File: config.mk
export PLATFORM = sky130hd
export DESIGN_NAME = beacon_sense_scheduler
export DESIGN_NICKNAME = d
export VERILOG_FILES = /design/src/rtl/beacon_pkg.sv /design/src/rtl/beacon_flag_filter.sv /design/src/rtl/beacon_sense_scheduler.sv
export SDC_FILE = /design/constraint.sdc
export NUM_CORES = 1
export LEC_CHECK = 0
export ABC_CLOCK_PERIOD_IN_PS = 2000
export CAP_MARGIN = 30
export CORE_MARGIN = 4
export CORE_UTILIZATION = 30
export CTS_BUF_LIST = sky130_fd_sc_hd__clkbuf_8
export DETAILED_ROUTE_END_ITERATION = 6
export HOLD_SLACK_MARGIN = 0.15
export PLACE_DENSITY = 0.57
export SYNTH_ARGS = -nofsm -noshare
export SYNTH_HDL_FRONTEND = slang
export SYNTH_HIERARCHICAL = 1
export SYNTH_SLANG_ARGS = --single-unit
File: constraint.sdc
create_clock -name clk -period 2 [get_ports clk]
set_input_delay 0.4 -clock clk [delete_from_list [all_inputs] [get_ports clk]]
set_output_delay 0.4 -clock clk [all_outputs]
set_load 0.01 [all_outputs]
File: src/rtl/beacon_pkg.sv
// Shared channel codes, scanner state codes and flag reset values for the beacon ADC scanner.
package beacon_pkg;

  typedef logic [1:0] ch_t;
  localparam ch_t CH_CAP  = 2'd0;
  localparam ch_t CH_PV   = 2'd1;
  localparam ch_t CH_RAIL = 2'd2;

  typedef logic [2:0] state_t;
  localparam state_t WAIT_TICK = 3'd0;
  localparam state_t REQ       = 3'd1;
  localparam state_t WAIT_ACK  = 3'd2;
  localparam state_t EVAL      = 3'd3;
  localparam state_t NEXT      = 3'd4;

  // low_power resets high so the beacon stays idle until the rail is proven good.
  localparam logic CAP_CHARGED_RST = 1'b0;
  localparam logic CAP_OVER5_RST   = 1'b0;
  localparam logic PV_HIGH_RST     = 1'b0;
  localparam logic LOW_POWER_RST   = 1'b1;

endpackage

File: src/rtl/beacon_flag_filter.sv
// One qualified status flag: hysteresis compare of a sample followed by a debounce counter.
// polarity_i=0: raw=1 when data>=set_th, raw=0 when data<clr_th.
// polarity_i=1: raw=1 when data<set_th,  raw=0 when data>=clr_th.
// Between the two thresholds the raw condition follows the current flag.
module beacon_flag_filter #(
  parameter int unsigned ADC_W     = 12,
  parameter int unsigned DEBOUNCE  = 4,
  parameter logic        RESET_VAL = 1'b0
) (
  input  logic             clk,
  input  logic             rst_n,
  input  logic             en_i,
  input  logic [ADC_W-1:0] data_i,
  input  logic [ADC_W-1:0] set_th_i,
  input  logic [ADC_W-1:0] clr_th_i,
  input  logic             polarity_i,
  output logic             flag_o
);

  localparam logic [3:0] DebLast = 4'(DEBOUNCE - 1);

  logic       flag_q, flag_d;
  logic [3:0] cnt_q, cnt_d;
  logic       raw;

  // Hysteresis compare producing the raw condition.
  always_comb begin
    raw = flag_q;
    if (!polarity_i) begin
      if (data_i >= set_th_i)     raw = 1'b1;
      else if (data_i < clr_th_i) raw = 1'b0;
    end else begin
      if (data_i < set_th_i)       raw = 1'b1;
      else if (data_i >= clr_th_i) raw = 1'b0;
    end
  end

  // Debounce: count disagreeing samples, toggle on the DEBOUNCE-th; any agreement clears.
  always_comb begin
    flag_d = flag_q;
    cnt_d  = cnt_q;
    if (en_i) begin
      if (raw != flag_q) begin
        if (cnt_q >= DebLast) begin
          flag_d = ~flag_q;
          cnt_d  = '0;
        end else begin
          cnt_d = cnt_q + 4'd1;
        end
      end else begin
        cnt_d = '0;
      end
    end
  end

  // Flag and counter state.
  always_ff @(posedge clk or negedge rst_n) begin
    if (!rst_n) begin
      flag_q <= RESET_VAL;
      cnt_q  <= '0;
    end else begin
      flag_q <= flag_d;
      cnt_q  <= cnt_d;
    end
  end

  assign flag_o = flag_q;

endmodule

File: src/rtl/beacon_sense_scheduler.sv
// Scans the shared ADC over cap / PV / rail channels once per tick and qualifies the
// readings into the status flags used by the beacon power FSM.
module beacon_sense_scheduler
  import beacon_pkg::*;
#(
  parameter int unsigned ADC_W      = 12,
  parameter int unsigned SAMPLE_DIV = 1000,
  parameter int unsigned DEBOUNCE   = 4,
  parameter int unsigned TIMEOUT    = 255
) (
  input  logic             clk,
  input  logic             rst_n,
  output logic             adc_req_o,
  output logic [1:0]       adc_ch_o,
  input  logic             adc_ack_i,
  input  logic [ADC_W-1:0] adc_data_i,
  input  logic [ADC_W-1:0] cap_full_th_i,
  input  logic [ADC_W-1:0] cap_5v_th_i,
  input  logic [ADC_W-1:0] pv_high_th_i,
  input  logic [ADC_W-1:0] pv_low_th_i,
  input  logic [ADC_W-1:0] rail_low_th_i,
  input  logic [ADC_W-1:0] rail_ok_th_i,
  output logic             cap_charged_o,
  output logic             cap_over5_o,
  output logic             pv_power_high_o,
  output logic             low_power_o,
  output logic             scan_done_o,
  output logic             adc_timeout_o
);

  localparam int unsigned TickW = $clog2(SAMPLE_DIV);
  localparam int unsigned WaitW = $clog2(TIMEOUT + 1);
  localparam logic [TickW-1:0] TickLast = TickW'(SAMPLE_DIV - 1);
  // Counter starts in REQ, so adc_req is held for exactly TIMEOUT cycles on expiry.
  localparam logic [WaitW-1:0] WaitLast = WaitW'(TIMEOUT - 1);

  logic [TickW-1:0] tick_cnt_q, tick_cnt_d;
  logic             tick;
  state_t           state_q, state_d;
  ch_t              ch_q, ch_d;
  logic             req_q, req_d;
  logic [WaitW-1:0] wait_cnt_q, wait_cnt_d;
  logic [ADC_W-1:0] data_q, data_d;
  logic             scan_done_q, scan_done_d;
  logic             timeout_q, timeout_d;
  logic             ack_ok;
  logic             eval_cap, eval_pv, eval_rail;

  assign tick   = (tick_cnt_q == TickLast);
  assign ack_ok = adc_ack_i & req_q;

  // Free-running sample divider.
  always_comb begin
    tick_cnt_d = tick ? '0 : tick_cnt_q + 1'b1;
  end

  // Scanner next-state: request, wait for ack or timeout, evaluate, advance channel.
  always_comb begin
    state_d     = state_q;
    ch_d        = ch_q;
    req_d       = req_q;
    wait_cnt_d  = wait_cnt_q;
    data_d      = data_q;
    scan_done_d = 1'b0;
    timeout_d   = timeout_q;
    case (state_q)
      WAIT_TICK: begin
        if (tick) begin
          state_d    = REQ;
          ch_d       = CH_CAP;
          req_d      = 1'b1;
          wait_cnt_d = '0;
        end
      end
      REQ: begin
        if (ack_ok) begin
          data_d  = adc_data_i;
          req_d   = 1'b0;
          state_d = EVAL;
        end else begin
          wait_cnt_d = wait_cnt_q + 1'b1;
          state_d    = WAIT_ACK;
        end
      end
      WAIT_ACK: begin
        // An ack coinciding with expiry wins over the timeout.
        if (ack_ok) begin
          data_d  = adc_data_i;
          req_d   = 1'b0;
          state_d = EVAL;
        end else if (wait_cnt_q >= WaitLast) begin
          req_d     = 1'b0;
          timeout_d = 1'b1;
          state_d   = NEXT;
        end else begin
          wait_cnt_d = wait_cnt_q + 1'b1;
        end
      end
      EVAL: state_d = NEXT;
      NEXT: begin
        if (ch_q == CH_RAIL) begin
          scan_done_d = 1'b1;
          state_d     = WAIT_TICK;
        end else begin
          ch_d       = ch_q + 2'd1;
          req_d      = 1'b1;
          wait_cnt_d = '0;
          state_d    = REQ;
        end
      end
      default: begin
        state_d = WAIT_TICK;
        req_d   = 1'b0;
      end
    endcase
  end

  // Scanner and divider state.
  always_ff @(posedge clk or negedge rst_n) begin
    if (!rst_n) begin
      tick_cnt_q  <= '0;
      state_q     <= WAIT_TICK;
      ch_q        <= CH_CAP;
      req_q       <= 1'b0;
      wait_cnt_q  <= '0;
      data_q      <= '0;
      scan_done_q <= 1'b0;
      timeout_q   <= 1'b0;
    end else begin
      tick_cnt_q  <= tick_cnt_d;
      state_q     <= state_d;
      ch_q        <= ch_d;
      req_q       <= req_d;
      wait_cnt_q  <= wait_cnt_d;
      data_q      <= data_d;
      scan_done_q <= scan_done_d;
      timeout_q   <= timeout_d;
    end
  end

  assign eval_cap  = (state_q == EVAL) && (ch_q == CH_CAP);
  assign eval_pv   = (state_q == EVAL) && (ch_q == CH_PV);
  assign eval_rail = (state_q == EVAL) && (ch_q == CH_RAIL);

  beacon_flag_filter #(.ADC_W(ADC_W), .DEBOUNCE(DEBOUNCE), .RESET_VAL(CAP_CHARGED_RST))
  u_cap_charged (
    .clk(clk), .rst_n(rst_n), .en_i(eval_cap), .data_i(data_q),
    .set_th_i(cap_full_th_i), .clr_th_i(cap_full_th_i), .polarity_i(1'b0),
    .flag_o(cap_charged_o)
  );

  beacon_flag_filter #(.ADC_W(ADC_W), .DEBOUNCE(DEBOUNCE), .RESET_VAL(CAP_OVER5_RST))
  u_cap_over5 (
    .clk(clk), .rst_n(rst_n), .en_i(eval_cap), .data_i(data_q),
    .set_th_i(cap_5v_th_i), .clr_th_i(cap_5v_th_i), .polarity_i(1'b0),
    .flag_o(cap_over5_o)
  );

  beacon_flag_filter #(.ADC_W(ADC_W), .DEBOUNCE(DEBOUNCE), .RESET_VAL(PV_HIGH_RST))
  u_pv_high (
    .clk(clk), .rst_n(rst_n), .en_i(eval_pv), .data_i(data_q),
    .set_th_i(pv_high_th_i), .clr_th_i(pv_low_th_i), .polarity_i(1'b0),
    .flag_o(pv_power_high_o)
  );

  beacon_flag_filter #(.ADC_W(ADC_W), .DEBOUNCE(DEBOUNCE), .RESET_VAL(LOW_POWER_RST))
  u_low_power (
    .clk(clk), .rst_n(rst_n), .en_i(eval_rail), .data_i(data_q),
    .set_th_i(rail_low_th_i), .clr_th_i(rail_ok_th_i), .polarity_i(1'b1),
    .flag_o(low_power_o)
  );

  assign adc_req_o     = req_q;
  assign adc_ch_o      = ch_q;
  assign scan_done_o   = scan_done_q;
  assign adc_timeout_o = timeout_q;

endmodule

Word level (Yosys, flattened, before mapping). Index checks and enable logic that the tools add are counted.

Bits in registers: 58. Input bits: 87. Output and inout port bits: 9. Word-level logic and storage cells: 119.

$add $sub $neg: 7. Magnitude comparators: 13. Equal/unequal tests: 18. Mux-type cells: 40. Bitwise gates (word level): 7. Reduce and logical (&&, ||, !) cells: 18.

Operator list (number): $ge 12x12->1 (4); $lt 12x12->1 (4); $mux 8 (5); $mux 4 (8); $pmux 8 s4 (1); $reduce_and 3->1 (6); $mux 1 (17); $add 4x1->4 const B (4); $ge 4x2->1 const B (4); $pmux 3 s5 (1); $ne 2x2->1 const B (6); $add 10x1->10 const B (1); $eq 10x10->1 const B (1); $mux 10 (1); $mux 3 (3); $add 8x1->8 const B (1); $ge 8x8->1 const B (1); $eq 3x2->1 const B (2); $not 1->1 (6); $reduce_and 6->1 (1); $pmux 1 s5 (1); $reduce_and 5->1 (1); $mux 2 (2); $ne 1x1->1 (4); 15 further kinds (18).

Logic depth before layout (Yosys ltp).
Depth after elaboration: 5. Mapped depth: 9. Gate-level depth less buffers: 9.

Modules after synthesis. The synthesis kept the hierarchy.

By module, submodules not included: beacon_flag_filter (u_cap_charged ...) (times used 3, cells an instance 104, area an instance 867.1 µm², seq. area each 125.1 µm²); beacon_sense_scheduler (times used 1, cells an instance 178, area an instance 1978.1 µm², seq. area each 950.9 µm²); beacon_flag_filter (u_low_power) (times used 1, cells an instance 104, area an instance 868.3 µm², seq. area each 126.4 µm²).

Least setup slack after synthesis. No wires, ideal clock.

Kind: reg-to-reg. Start: register data_q[1]. End: register u_cap_charged.cnt_q[0]. Setup time: 0.092 ns. Arrival: 2.008 ns. Data required time: 1.908 ns. Setup slack: -0.100 ns. Cell stages (with the launch flop): 9. Buffers on the path: 0. Period minus slack after synthesis: 2.100 ns. Cells stage by stage: dfrtp_1 -> ha_1 -> nor2b_1 -> o211ai_1 -> a31oi_1 -> a2111oi_0 -> a2bb2oi_1 -> xnor2_1 -> o31ai_2.

Cells in the longest elaborated chain, start to end: 5. Elaborated cells between the ends (all ways): 6. Those cells by class: order compare: 2; eq/ne: 1; mux: 3.

RTL lines: start: declaration (line beacon_sense_scheduler.sv:43) `logic [ADC_W-1:0] data_q, data_d;`; start signal: assignment (line beacon_sense_scheduler.sv:135) `data_q <= data_d;`; $lt 12x12->1 (line beacon_flag_filter.sv:31) `else if (data_i < clr_th_i) raw = 1'b0;`; $mux 1 (line beacon_flag_filter.sv:31); $mux 1 (*) (line beacon_flag_filter.sv:30) `if (data_i >= set_th_i) raw = 1'b1;`; $ne 1x1->1 (*) (line beacon_flag_filter.sv:43) `if (raw != flag_q) begin`; $mux 4 (*) (line beacon_flag_filter.sv:43); end signal: assignment (line beacon_flag_filter.sv:63) `cnt_q <= cnt_d;`; end: declaration (line beacon_flag_filter.sv:23) `logic [3:0] cnt_q, cnt_d;`.

Every way passes the cells marked *; elsewhere a longest branch is shown, timed or not. A chain may end at the register's enable or synchronous reset.

Worst setup path after layout.
Start: register data_q[1]. End: register u_cap_over5.cnt_q[1].

Cells in the longest elaborated chain, start to end: 5. Elaborated cells between the ends (all ways): 6. Those cells by class: order compare: 2; eq/ne: 1; mux: 3.

RTL lines (line): $lt 12x12->1 (beacon_flag_filter.sv:31); $mux 1 (beacon_flag_filter.sv:31); $mux 1 (*) (beacon_flag_filter.sv:30); $ne 1x1->1 (*) (beacon_flag_filter.sv:43); $mux 4 (*) (beacon_flag_filter.sv:43); end signal: assignment (beacon_flag_filter.sv:63); end: declaration (beacon_flag_filter.sv:23).

Marks and branches as above.

==> out/results.ini <==
[worst_setup_path]
cp-end-kind=flop
crit_path_top_delay_cell=dfrtp_1
cpPeakStageDelay_ps=400
cp_max_fo=8
cp.arrival_ps=2460
startpoint_type=flop
crit_chain=buf_12 > buf_4 > ha_4 > nor2b_1 > o211ai_1 > a31oi_1 > a2111oi_2 > a2bb2oi_2 > xnor2_2 > o22ai_1
critPathRequiredTime_ps=2220
critical_path_class=reg2reg

[floorplan]
fp-row-count=49
pin_count=96
initial_core_util_pct=30.4
die-area_um2=20400
die_w_um=143
die_y_um=143
core-area_um2=17900

[finish]
area_delta_synth_final_pct=46.2
n_antenna_cell=0
fin_util_pct=44.5
final_area_um2=7970
nNetsFinal=993
drive_gt1_share_pct=24.3

[clock_network]
clockBufferDepth=2
numCtsBuffers=9
insertion_delay_ps=350
clock-sinks=58
clock-root-buffer=clkbuf_8
clk_pin_slew_ps=70
cts_max_level=3
cts_tree=done

[power_and_ir_drop]
ir_drop_mv=0.456
static-leakage-power_nw=3.94
cellPowerDensity_nw_per_um2=1040
total_power_mw=8.27

[job]
maxCapViolCount=0

[logic_synthesis]
synth_compound_area_share_pct=18.0
syn_inst=594
ys.flop_type=dfrtp_1
ys_seq_area_share_pct=26.7
async_flop_share_pct=100
yosys_warnings=6
ys_ff_latch=58
synth_cell_types=66
synth-xor-area-share_pct=1.61
syn_avg_cell_area_um2=9.17
synth_adder_area_share_pct=24.3
synthMuxAreaShare_pct=3.67
syn_area_um2=5450
synth_top_family_by_area=adder cells
synthSimpleGateAreaFrac_pct=18.2
synth_edf_count=0

[drt]
detail_route.iter0.violations=139
finalWirelength_um=15200
vias_per_cell=4.75
drcViolationCount=0
wire_per_inst_um=14.7
antenna_left=0
drt_pass1_iterations=4
via_count=4907

[timing]
max_freq_mhz=446
tns_ps=-2050
finalHoldViolations=0
period_share_pct=112
layout_setup_ws_ps=-240
relSlewSlack_pct=63.3
rsz0062_at_grt=yes
clock_skew_ps=12.1
period_minus_slack_ps=2240
setup_violations=12
slew_viol_final=0
tightest_slew_ps=544

[grt]
grt_max_degree=59
track_usage_pct=15.0
gr-total-overflow=0
grt_pass1_vias=4877
antenna_found_initial=0
grt_pass1_wl_um=24200

[placement]
place_hpwl_um=11800
routabilityCongestion=0.824
placed_cell_area_um2=7320
numPortBuffers=95

[status]
violations=negative setup slack
outcome=finished with violations

[worst_hold_path]
hp-class=reg2reg

flip-flops by register name, summed over array words and instances (netlist names), 2 cells and up:
name / cells
tick_cnt_q: 10
u_cap_over5/cnt_q: 4
wait_cnt_q: 8
u_low_power/cnt_q: 4
u_pv_high/cnt_q: 4
u_cap_charged/cnt_q: 4
state_q: 3
adc_ch_o: 2
data_q: 12
where the power goes:
part           internal (mW)  switching, mW
Combinational           2.77           2.39
Clock                  0.726          0.484
Sequential              1.47          0.437
Total                   4.96           3.31
cell usage in the layout (no fill, tap or decap), types with 9 or more instances in the layout:
| master | count |
|---|---|
| nand2b_1 | 9 |
| nor2_1 | 20 |
| clkdlybuf4s50_1 | 90 |
| o31ai_1 | 10 |
| nand3_1 | 18 |
| clkbuf_8 | 10 |
| nor2b_1 | 23 |
| inv_1 | 99 |
| a21oi_1 | 35 |
| ha_1 | 99 |
| dfrtp_1 | 49 |
| nand4_1 | 21 |
| nand2_1 | 24 |
| mux2_1 | 12 |
| a21o_1 | 10 |
| buf_4 | 92 |
layout make-up:
class | count | area [um2]
inverters | 99 | 372
fillers | 1744 | 9940
repair buffers | 194 | 1760
multi-input cells | 438 | 3870
clock inverters | 6 | 81.3
clock buffers | 10 | 138
well taps | 229 | 287
flip-flops and latches | 58 | 1460
cells in the mapped netlist (7+ instances only):
cell / instances / area, um2
nand3_1: 18 / 90.1
o21ai_0: 11 / 55.1
nand4_1: 21 / 131
dfrtp_1: 57 / 1430
inv_1: 99 / 372
nand2b_1: 9 / 56.3
nor2_1: 21 / 78.8
nor2b_1: 24 / 150
nand2_1: 24 / 90.1
a2bb2oi_1: 8 / 70.1
a21o_1: 10 / 75.1
ha_1: 106 / 1330
mux2_1: 12 / 135
xnor2_1: 7 / 61.3
a21oi_1: 41 / 205
o31ai_1: 13 / 97.6
metrics by stage:
step,instances,worst slack [ps],hold slack (ps)
after floorplan,600,3.70,104
after global placement,999,-732,436
after detailed placement,999,-777,440
after CTS,1028,-265,491
after global routing,1034,-389,521
final,1034,-240,484
kinds of logic (layout without fill, tap and decap cells):
group | after synthesis | count (layout)
flip-flops | 58 | 58
multiplexers | 18 | 18
buffers and inverters | 104 | 309
AND/OR/NAND/NOR | 158 | 158
other | 2 | 8
XOR/XNOR | 10 | 10
adder cells (fa/ha/maj) | 106 | 106
AO/OA/AOI/OAI | 138 | 138
layer usage:
layer  part of all wire (%)  up-vias  track usage [%]
li1                       -     2546                -
met1                     49     2244             20.8
met2                     45      105             24.5
met3                    5.0       12             2.85
met4                    1.1        0             3.00
met5                      0        -                0
critical path, delay by kind of cell, from the launching register on:
family / cells / cell delay (ps)
adder cells (fa/ha/maj): 1 / 230
AND/OR/NAND/NOR: 1 / 120
XOR/XNOR: 1 / 220
AO/OA/AOI/OAI: 5 / 840
buffers and inverters: 2 / 310
flip-flops: 1 / 400
worst paths after layout:
| check | startpoint | endpoint | slack [ps] | cells after the start |
|---|---|---|---|---|
| hold / removal | adc_timeout_o | adc_timeout_o | 480 | 1 |
| min in group asynchronous | rst_n | wait_cnt_q[2] | 570 | 3 |
| hold reg to reg | adc_timeout_o | adc_timeout_o | 480 | 1 |
| setup / recovery | data_q[1] | u_cap_over5/cnt_q[1] | -240 | 10 |
| max in group asynchronous | rst_n | u_low_power/flag_o | 1100 | 3 |
| setup reg to reg | data_q[1] | u_cap_over5/cnt_q[1] | -240 | 10 |
repair_timing:
action,in CTS,in global routing
setup buffers,12,6
pin swaps,9,19
hold buffers,1,0
gates resized for setup,29,37
endpoints found under the hold margin,57,0
setup endpoints to repair,13,12
Power figures use the tool's default switching activity.
